$ cat config.mk
export PLATFORM = sky130hd
export DESIGN_NAME = excp_commit_flat
export DESIGN_NICKNAME = d
export VERILOG_FILES = /design/src/rtl/excp_commit_pkg.sv /design/src/rtl/excp_commit_if.sv /design/src/rtl/excp_commit_prio_enc.sv /design/src/rtl/excp_commit.sv /design/src/flat_wrapper.sv
export SDC_FILE = /design/constraint.sdc
export NUM_CORES = 1
export LEC_CHECK = 0
export ABC_AREA = 1
export CORE_AREA = 2 2 121 123
export CTS_CLUSTER_DIAMETER = 100
export DETAILED_ROUTE_END_ITERATION = 10
export DIE_AREA = 0 0 123 125
export GPL_TIMING_DRIVEN = 1
export PLACE_DENSITY_LB_ADDON = 0.25
export SYNTH_ARGS = -nofsm -noshare
export SYNTH_HDL_FRONTEND = slang
export SYNTH_SLANG_ARGS = --single-unit
$ cat constraint.sdc
create_clock -name clk -period 1.6 [get_ports clk]
set_clock_uncertainty 0.2 [all_clocks]
set_input_delay 0.16 -clock clk [delete_from_list [all_inputs] [get_ports clk]]
set_output_delay 0.16 -clock clk [all_outputs]
set_load 0.02 [all_outputs]
$ cat src/rtl/excp_commit_pkg.sv
// Shared definitions for the exception commit block: exception codes, CSR numbers, FSM states.
// Optional BADV recording is enabled by defining EXCP_COMMIT_BADV_EN.
package excp_commit_pkg;

    localparam logic [5:0] ECODE_INT  = 6'h00;
    localparam logic [5:0] ECODE_ADEF = 6'h08;
    localparam logic [5:0] ECODE_ALE  = 6'h09;
    localparam logic [5:0] ECODE_SYS  = 6'h0B;
    localparam logic [5:0] ECODE_BRK  = 6'h0C;
    localparam logic [5:0] ECODE_INE  = 6'h0D;

    localparam logic [8:0] ESUBCODE_NONE = 9'h000;

    localparam logic [13:0] CSR_CRMD   = 14'h0000;
    localparam logic [13:0] CSR_PRMD   = 14'h0001;
    localparam logic [13:0] CSR_ECFG   = 14'h0004;
    localparam logic [13:0] CSR_ESTAT  = 14'h0005;
    localparam logic [13:0] CSR_ERA    = 14'h0006;
    localparam logic [13:0] CSR_BADV   = 14'h0007;
    localparam logic [13:0] CSR_EENTRY = 14'h000C;

    typedef enum logic [1:0] {
        ST_IDLE     = 2'b00,
        ST_REDIRECT = 2'b01
    } state_e;

endpackage

$ cat src/rtl/excp_commit_if.sv
// Writeback/CSR/fetch-redirect signal bundle for excp_commit; slave is the commit block's view.
// BADV signals exist only when EXCP_COMMIT_BADV_EN is defined.
interface excp_commit_if;
    logic        ws_valid;
    logic [31:0] ws_pc;
    logic        ws_adef;
    logic        ws_ine;
    logic        ws_sys;
    logic        ws_brk;
    logic        ws_ale;
    logic        ws_ertn;
    logic        ws_csr_we;
    logic [13:0] ws_csr_num;
    logic [31:0] ws_csr_wdata;
    logic [31:0] ws_vaddr;
    logic        has_int;
    logic [31:0] csr_eentry;
    logic [31:0] csr_era;
    logic        csr_wr_en;
    logic [13:0] wr_addr;
    logic [31:0] wr_data;
    logic        excp_flush;
    logic        ertn_flush;
    logic [31:0] era_in;
    logic [5:0]  ecode_in;
    logic [8:0]  esubcode_in;
`ifdef EXCP_COMMIT_BADV_EN
    logic [31:0] badv_out;
    logic        badv_we;
`endif
    logic        redirect_valid;
    logic [31:0] redirect_pc;
    logic        redirect_ready;
    logic        pipe_flush;

    modport master (
        output ws_valid, ws_pc, ws_adef, ws_ine, ws_sys, ws_brk, ws_ale, ws_ertn,
        output ws_csr_we, ws_csr_num, ws_csr_wdata, ws_vaddr,
        output has_int, csr_eentry, csr_era, redirect_ready,
        input  csr_wr_en, wr_addr, wr_data, excp_flush, ertn_flush,
        input  era_in, ecode_in, esubcode_in,
`ifdef EXCP_COMMIT_BADV_EN
        input  badv_out, badv_we,
`endif
        input  redirect_valid, redirect_pc, pipe_flush
    );

    modport slave (
        input  ws_valid, ws_pc, ws_adef, ws_ine, ws_sys, ws_brk, ws_ale, ws_ertn,
        input  ws_csr_we, ws_csr_num, ws_csr_wdata, ws_vaddr,
        input  has_int, csr_eentry, csr_era, redirect_ready,
        output csr_wr_en, wr_addr, wr_data, excp_flush, ertn_flush,
        output era_in, ecode_in, esubcode_in,
`ifdef EXCP_COMMIT_BADV_EN
        output badv_out, badv_we,
`endif
        output redirect_valid, redirect_pc, pipe_flush
    );
endinterface

$ cat src/rtl/excp_commit_prio_enc.sv
// Exception cause priority encoder: INT > ADEF > INE > SYS > BRK > ALE.
// badv_sel marks causes that carry a faulting address (ADEF, ALE).
module excp_prio_enc
    import excp_commit_pkg::*;
(
    input  logic       has_int,
    input  logic       adef,
    input  logic       ine,
    input  logic       sys,
    input  logic       brk,
    input  logic       ale,
    output logic       hit,
    output logic [5:0] ecode,
    output logic [8:0] esubcode,
    output logic       badv_sel
);

    always_comb begin
        hit      = 1'b1;
        ecode    = ECODE_INT;
        esubcode = ESUBCODE_NONE;
        badv_sel = 1'b0;
        if (has_int) begin
            ecode = ECODE_INT;
        end else if (adef) begin
            ecode    = ECODE_ADEF;
            badv_sel = 1'b1;
        end else if (ine) begin
            ecode = ECODE_INE;
        end else if (sys) begin
            ecode = ECODE_SYS;
        end else if (brk) begin
            ecode = ECODE_BRK;
        end else if (ale) begin
            ecode    = ECODE_ALE;
            badv_sel = 1'b1;
        end else begin
            hit = 1'b0;
        end
    end

endmodule

$ cat src/rtl/excp_commit.sv
// Writeback-stage exception/ERTN commit: pulses flush, records the cause and redirects fetch.
// Define EXCP_COMMIT_BADV_EN to add the bad-address record outputs.
module excp_commit
    import excp_commit_pkg::*;
(
    input  logic               clk,
    input  logic               resetn,
    excp_commit_if.slave       bus
);

    state_e      state_q, state_d;
    logic [31:0] redirect_pc_q, redirect_pc_d;

    logic        hit;
    logic [5:0]  ecode;
    logic [8:0]  esubcode;
    logic        badv_sel;
    logic        take;

    excp_prio_enc u_prio_enc (
        .has_int  (bus.has_int),
        .adef     (bus.ws_adef),
        .ine      (bus.ws_ine),
        .sys      (bus.ws_sys),
        .brk      (bus.ws_brk),
        .ale      (bus.ws_ale),
        .hit      (hit),
        .ecode    (ecode),
        .esubcode (esubcode),
        .badv_sel (badv_sel)
    );

    // Pulses are gated by resetn so nothing fires in the reset cycle itself.
    always_comb begin
        take          = resetn & bus.ws_valid & (state_q == ST_IDLE);
        state_d       = state_q;
        redirect_pc_d = redirect_pc_q;

        bus.excp_flush     = take & hit;
        bus.ertn_flush     = take & ~hit & bus.ws_ertn;
        bus.csr_wr_en      = take & ~hit & ~bus.ws_ertn & bus.ws_csr_we;
        bus.wr_addr        = bus.ws_csr_num;
        bus.wr_data        = bus.ws_csr_wdata;
        bus.era_in         = bus.ws_pc;
        bus.ecode_in       = ecode;
        bus.esubcode_in    = esubcode;
        bus.redirect_valid = resetn & (state_q == ST_REDIRECT);
        bus.pipe_flush     = resetn & (state_q == ST_REDIRECT);
        bus.redirect_pc    = redirect_pc_q;

        case (state_q)
            ST_IDLE: begin
                if (bus.excp_flush) begin
                    state_d       = ST_REDIRECT;
                    redirect_pc_d = bus.csr_eentry;
                end else if (bus.ertn_flush) begin
                    state_d       = ST_REDIRECT;
                    redirect_pc_d = bus.csr_era;
                end
            end
            ST_REDIRECT: begin
                if (bus.redirect_ready) begin
                    state_d = ST_IDLE;
                end
            end
            default: state_d = ST_IDLE;
        endcase
    end

`ifdef EXCP_COMMIT_BADV_EN
    always_comb begin
        bus.badv_we  = bus.excp_flush & badv_sel;
        bus.badv_out = bus.ws_vaddr;
    end
`else
    logic unused_badv;
    assign unused_badv = &{1'b0, badv_sel, bus.ws_vaddr};
`endif

    always_ff @(posedge clk) begin
        if (!resetn) begin
            state_q       <= ST_IDLE;
            redirect_pc_q <= '0;
        end else begin
            state_q       <= state_d;
            redirect_pc_q <= redirect_pc_d;
        end
    end

endmodule
$ cat src/flat_wrapper.sv
// flat-port wrapper written by rule: the top's interface ports become plain ports
module excp_commit_flat import excp_commit_pkg::*;
  (clk, resetn, bus_ws_valid, bus_ws_pc, bus_ws_adef, bus_ws_ine, bus_ws_sys, bus_ws_brk, bus_ws_ale, bus_ws_ertn, bus_ws_csr_we, bus_ws_csr_num, bus_ws_csr_wdata, bus_ws_vaddr, bus_has_int, bus_csr_eentry, bus_csr_era, bus_redirect_ready, bus_csr_wr_en, bus_wr_addr, bus_wr_data, bus_excp_flush, bus_ertn_flush, bus_era_in, bus_ecode_in, bus_esubcode_in, bus_redirect_valid, bus_redirect_pc, bus_pipe_flush);
  excp_commit_if bus_i ();
  input  logic clk;
  input  logic resetn;
  input wire logic [$bits(bus_i.ws_valid)-1:0] bus_ws_valid;
  input wire logic [$bits(bus_i.ws_pc)-1:0] bus_ws_pc;
  input wire logic [$bits(bus_i.ws_adef)-1:0] bus_ws_adef;
  input wire logic [$bits(bus_i.ws_ine)-1:0] bus_ws_ine;
  input wire logic [$bits(bus_i.ws_sys)-1:0] bus_ws_sys;
  input wire logic [$bits(bus_i.ws_brk)-1:0] bus_ws_brk;
  input wire logic [$bits(bus_i.ws_ale)-1:0] bus_ws_ale;
  input wire logic [$bits(bus_i.ws_ertn)-1:0] bus_ws_ertn;
  input wire logic [$bits(bus_i.ws_csr_we)-1:0] bus_ws_csr_we;
  input wire logic [$bits(bus_i.ws_csr_num)-1:0] bus_ws_csr_num;
  input wire logic [$bits(bus_i.ws_csr_wdata)-1:0] bus_ws_csr_wdata;
  input wire logic [$bits(bus_i.ws_vaddr)-1:0] bus_ws_vaddr;
  input wire logic [$bits(bus_i.has_int)-1:0] bus_has_int;
  input wire logic [$bits(bus_i.csr_eentry)-1:0] bus_csr_eentry;
  input wire logic [$bits(bus_i.csr_era)-1:0] bus_csr_era;
  input wire logic [$bits(bus_i.redirect_ready)-1:0] bus_redirect_ready;
  output wire logic [$bits(bus_i.csr_wr_en)-1:0] bus_csr_wr_en;
  output wire logic [$bits(bus_i.wr_addr)-1:0] bus_wr_addr;
  output wire logic [$bits(bus_i.wr_data)-1:0] bus_wr_data;
  output wire logic [$bits(bus_i.excp_flush)-1:0] bus_excp_flush;
  output wire logic [$bits(bus_i.ertn_flush)-1:0] bus_ertn_flush;
  output wire logic [$bits(bus_i.era_in)-1:0] bus_era_in;
  output wire logic [$bits(bus_i.ecode_in)-1:0] bus_ecode_in;
  output wire logic [$bits(bus_i.esubcode_in)-1:0] bus_esubcode_in;
  output wire logic [$bits(bus_i.redirect_valid)-1:0] bus_redirect_valid;
  output wire logic [$bits(bus_i.redirect_pc)-1:0] bus_redirect_pc;
  output wire logic [$bits(bus_i.pipe_flush)-1:0] bus_pipe_flush;
  assign bus_i.ws_valid = bus_ws_valid;
  assign bus_i.ws_pc = bus_ws_pc;
  assign bus_i.ws_adef = bus_ws_adef;
  assign bus_i.ws_ine = bus_ws_ine;
  assign bus_i.ws_sys = bus_ws_sys;
  assign bus_i.ws_brk = bus_ws_brk;
  assign bus_i.ws_ale = bus_ws_ale;
  assign bus_i.ws_ertn = bus_ws_ertn;
  assign bus_i.ws_csr_we = bus_ws_csr_we;
  assign bus_i.ws_csr_num = bus_ws_csr_num;
  assign bus_i.ws_csr_wdata = bus_ws_csr_wdata;
  assign bus_i.ws_vaddr = bus_ws_vaddr;
  assign bus_i.has_int = bus_has_int;
  assign bus_i.csr_eentry = bus_csr_eentry;
  assign bus_i.csr_era = bus_csr_era;
  assign bus_i.redirect_ready = bus_redirect_ready;
  assign bus_csr_wr_en = bus_i.csr_wr_en;
  assign bus_wr_addr = bus_i.wr_addr;
  assign bus_wr_data = bus_i.wr_data;
  assign bus_excp_flush = bus_i.excp_flush;
  assign bus_ertn_flush = bus_i.ertn_flush;
  assign bus_era_in = bus_i.era_in;
  assign bus_ecode_in = bus_i.ecode_in;
  assign bus_esubcode_in = bus_i.esubcode_in;
  assign bus_redirect_valid = bus_i.redirect_valid;
  assign bus_redirect_pc = bus_i.redirect_pc;
  assign bus_pipe_flush = bus_i.pipe_flush;
  excp_commit u_core (.clk(clk), .resetn(resetn), .bus(bus_i));
endmodule
======== Word level (Yosys, flattened, before mapping) ========
Cells that the tools add are included.
cells by class
  equal/unequal tests ..................... 3
  bitwise gates (word level) .............. 10
  reduce and logical (&&, ||, !) cells .... 4
  mux-type cells .......................... 18
operators by type and width
  kind                                            count
  two-way mux 32 bit                              2
  two-way mux 4 bit                               6
  AND 1 bit                                       8
  two-way mux 1 bit                               6
  two-way mux 2 bit                               3
  case mux 2 bit (2 select lines)                 1
  AND reduction 2 bit                             2
  inequality test 3 bit (second input constant)   1
  == test 2 x 1 -> 1 bit (second input constant)  1
  zero test 2 bit                                 1
  inequality test 2 bit (second input constant)   1
  NOT 1 bit                                       2
  nonzero test 2 bit                              1
word-level totals
  bits in registers ....................... 34
  bits of input ports ..................... 186
  output and inout port bits .............. 130
  logic and storage cells ................. 37

======== Logic depth before layout (Yosys ltp) ========
Gate-level depths: netlist (run 1).
  word-level depth ........................ 12
  gate-level depth with buffers ........... 10
  depth with buffers taken out ............ 8

======== By module ========
From an unflattened synthesis (run 1), not the netlist that was laid out.
second synthesis, totals
  cells, all modules ...................... 400
  area, all modules ....................... 2,541.2 um^2
modules (own cells, without submodules)
  module         area each (um^2)  instances  seq. area each (um^2)  cells each
  excp_commit    2,349.8           1          660.6                  367
  excp_prio_enc  191.4             1          0.0                    33

======== Least setup slack after synthesis (run 1) ========
Ideal clock, no wire load.
  kind .................................... register to output
  from .................................... register u_core.state_q[0]
  to ...................................... output port bus_ertn_flush
  setup slack ............................. 81 ps
  stages on the path, launching flop included .. 6
  buffers on the path ..................... 2
  data required time ...................... 1,240 ps
  arrival time ............................ 1,159 ps
  cells stage by stage .................... dfxtp_1 > nor2_8 > nand2_1 > buf_4 > buf_6 > nor2_1
between the ends
  word-level cells in the longest chain between the ends .. 4
RTL lines
  item                    RTL line            source
  start, declared         excp_commit.sv:11   state_e state_q, state_d;
  start signal, assigned  excp_commit.sv:85   state_q <= state_d;
  zero test 2 bit         excp_commit.sv:35   take = resetn & bus.ws_valid & (state_q == ST_IDLE);
  AND 1 bit               excp_commit.sv:35
  AND 1 bit (2 in a row)  excp_commit.sv:40   bus.ertn_flush = take & ~hit & bus.ws_ertn;
  end, declared           flat_wrapper.sv:27  output wire logic [$bits(bus_i.ertn_flush)-1:0] bus_ertn_flush;
Every way passes these cells.

======== Final worst setup path (run 1) ========
  from .................................... register u_core.redirect_pc_q[23] (netlist: u_core.bus.redirect_pc[23])
  to ...................................... output port bus_redirect_pc[23]
RTL lines
  item                    RTL line            source
  start, declared         excp_commit.sv:12   logic [31:0] redirect_pc_q, redirect_pc_d;
  start signal, assigned  excp_commit.sv:86   redirect_pc_q <= redirect_pc_d;
  end, declared           flat_wrapper.sv:32  output wire logic [$bits(bus_i.redirect_pc)-1:0] bus_redirect_pc;
No word-level cell between the ends.

==> metrics.yaml, run 1 <==
worst_hold_slack_ps: 120
rows: 44
clk_pin_slew_ps: 50
ctsRootBufferMaster: "clkbuf_16"
fmax_mhz: 638
start_util: 0.192
overflow: 0
syn2layout_area_growth_pct: 38.1
cpLargestDelayFamily: "buffers and inverters"
cts_sinks: 33
r2r_cells: 6
via_per_inst: 4.01
layout.nets: 628
stdcell_count: 627
max_stage_delay_ps: 620
design.core.area_mm2: 0.0142
layout_min_cycle_time_ps: 1570
rr_startpoint: "u_core.state_q[0]"
cp_cell_sequence: "clkdlybuf4s50_1"
grt_max_degree: 33
criticalPathCategory: "reg -> out"
antennaDiodeCount: 0
nFillCells: 1587
yosysSeqAreaShare: 0.243
portBuffers: 116
ys_ff_latch: 33
pin_count: 316
worstSetupStartpointType: "register"
numCtsBuffers: 5
cts_tree: "yes"
crit_fanout: 2
setup_viol: 0
slowest_stage: "clkdlybuf4s50_1"
run_status: "finished, final reports clean"
yosysUniqueCellTypes: 25
yosysWarnings: 0
path_buf_inv: 1
pwr_density_cell_mw_per_mm2: 792
min-delay-start: "bus_ws_csr_num[8]"
rsz0062_at_grt: "false"
grt_pass1_wl_um: 13000
arrival_ps: 1210
min_path_type: "in -> out"
p_leak_nw: 2.08
dr.pass1.iters: 4
detailed_place_hpwl_um: 6410
hold_depth: 0
finalHoldViolations: 0
fin_crit_sh: 0.979
ant_nets: 0
htreeDepth: 2
rrSetupSlack_ps: 150
die_area_mm2: 0.0154
peakVddDrop_v: 0.000319
syn_avg_cell_area_um2: 6.81
whs_endpoint: "bus_wr_addr[8]"
ctsHoldBuffers: 0
drive_above_1_share: 0.111
first_iter_violations: 74
cp_data_required_time_ps: 1240
synth_area_mm2: 0.00272
reg2reg_to: "u_core.bus.redirect_pc[13]"
die_h_um: 125
dieWidth_um: 123
clockBufferDepth: 2
end_kind: "output port"
cap_violations: 0
dp.cells: 612
wl_per_cell_um: 13.9
gp_congestion: 0.718
maxSlewViolCount: 0
antenna_found_initial: 0
postRouteWirelength_um: 8690
grtUsageTotal: 0.109
clk_latency_ps: 270
synth_cells: 400
fin_util: 0.265
num_vias: 2512
grt_pass1_vias: 2390
route.detailed.drc: 0
## metrics by stage
| stage | worst slack, ps | instance area, µm² | power [mW] | TNS (ps) |
|---|---|---|---|---|
| floorplan | 81.4 | 2760 | 1.73 | 0 |
| global placement | -580 | 3440 | 1.86 | -15360 |
| detailed placement | -578 | 3440 | 1.87 | -16800 |
| CTS | 5.10 | 3690 | 3.04 | 0 |
| global route | 1.21 | 3760 | 3.17 | 0 |
| finish | 33.4 | 3760 | 2.98 | 0 |
## sequential cells by signal (all words and copies together) (netlist names)
register and count:
u_core.state_q 1, u_core.bus.redirect_pc 32
## worst max path at each step
stage	start	to	depth (start not counted)
after floorplan	u_core.state_q[0]	bus_ertn_flush	5
after global placement	bus_ws_brk	bus_ertn_flush	5
after detailed placement	bus_ws_brk	bus_ertn_flush	5
after CTS	u_core.bus.redirect_pc[5]	bus_redirect_pc[5]	1
after global routing	u_core.bus.redirect_pc[4]	bus_redirect_pc[4]	1
final	u_core.bus.redirect_pc[23]	bus_redirect_pc[23]	1
## area by class of cell
cell class | count | area, µm² | share of cell area
clock buffer | 7 | 143 | 0.0379
multi-input combinational | 224 | 1130 | 0.302
timing repair buffer | 139 | 1420 | 0.376
sequential | 33 | 662 | 0.176
tap | 184 | 230 | 0.0612
clock inverter | 1 | 30.0 | 0.00798
inverter | 39 | 146 | 0.0389
## cells in the mapped netlist, drive strengths merged
cell,instances,area [µm²]
a21oi,4,20.0
buf,110,832
clkbuf,4,15.0
clkinv,1,3.75
conb,1,3.75
dfxtp,33,661
inv,38,143
nand2,72,280
nand3,34,170
nand3b,32,240
nand4,1,21.3
nor2,37,165
nor3,1,5.00
o211ai,1,7.51
o21ai,30,150
or2,1,6.26
## cells in the final DEF, fill, tap and decap left out, types with 2 or more instances in the layout
cell | netlist | routed
inv_1 | 38 | 36
buf_2 | 5 | 3
nand3_1 | 34 | 34
inv_2 | 0 | 2
clkbuf_16 | 0 | 5
dlymetal6s2s_1 | 0 | 20
buf_6 | 8 | 8
a21oi_1 | 4 | 4
clkdlybuf4s50_1 | 0 | 74
nor2_1 | 34 | 32
dfxtp_1 | 33 | 32
nand3b_1 | 32 | 32
nor2_4 | 1 | 3
nand2_1 | 70 | 69
buf_12 | 0 | 2
o21ai_1 | 16 | 18
buf_4 | 94 | 15
dlygate4sd2_1 | 0 | 16
conb_1 | 1 | 11
nand2_4 | 1 | 3
o21ai_0 | 14 | 12
## logic make-up (layout without fill, tap and decap cells)
group                  count (synthesis)  after routing  share of synthesized area
AO/OA/AOI/OAI                         35             35                     0.0652
buffers and inverters                153            186                      0.365
flip-flops                            33             33                      0.243
other                                  1             11                    0.00138
AND/OR/NAND/NOR                      178            178                      0.326
## layer usage
metal	vias up	share of wire	GRT usage
li1	1232	-	-
met1	1139	0.42	0.132
met2	108	0.46	0.175
met3	33	0.086	0.0301
met4	0	0.037	0.0515
met5	-	0	0
## report_power, final
part | switching [mW] | total (mW) | leakage, nW | internal, mW
Clock | 0.353 | 1.13 | 0.0841 | 0.778
Combinational | 0.447 | 0.906 | 1.73 | 0.459
Sequential | 0.0392 | 0.942 | 0.272 | 0.903
Total | 0.839 | 2.98 | 2.08 | 2.14
## timing repair
item	4_1_cts	5_1_grt
endpoints found under the hold margin	0	0
pin swaps	5	2
setup buffers	6	0
resized for setup	59	28
gates cloned	1	0
setup endpoints to repair	47	40
Note: power is estimated with default switching activity, not from simulation.
==> run 2, diff against run 1 <==
--- a/config.mk
+++ b/config.mk
@@ -7,7 +7,6 @@
 export LEC_CHECK = 0
 export ABC_AREA = 1
 export CORE_AREA = 2 2 121 123
-export CTS_CLUSTER_DIAMETER = 100
 export DETAILED_ROUTE_END_ITERATION = 10
 export DIE_AREA = 0 0 123 125
 export GPL_TIMING_DRIVEN = 1
==> results of run 2 <==
Same layout as run 1: the final DEF is identical, and so are final timing and power.
==> run 3, diff against run 2 <==
--- a/config.mk
+++ b/config.mk
@@ -7,6 +7,7 @@
 export LEC_CHECK = 0
 export ABC_AREA = 1
 export CORE_AREA = 2 2 121 123
+export CTS_CLUSTER_SIZE = 10
 export DETAILED_ROUTE_END_ITERATION = 10
 export DIE_AREA = 0 0 123 125
 export GPL_TIMING_DRIVEN = 1
==> results of run 3 <==
Same layout as run 1: the final DEF is identical, and so are final timing and power.
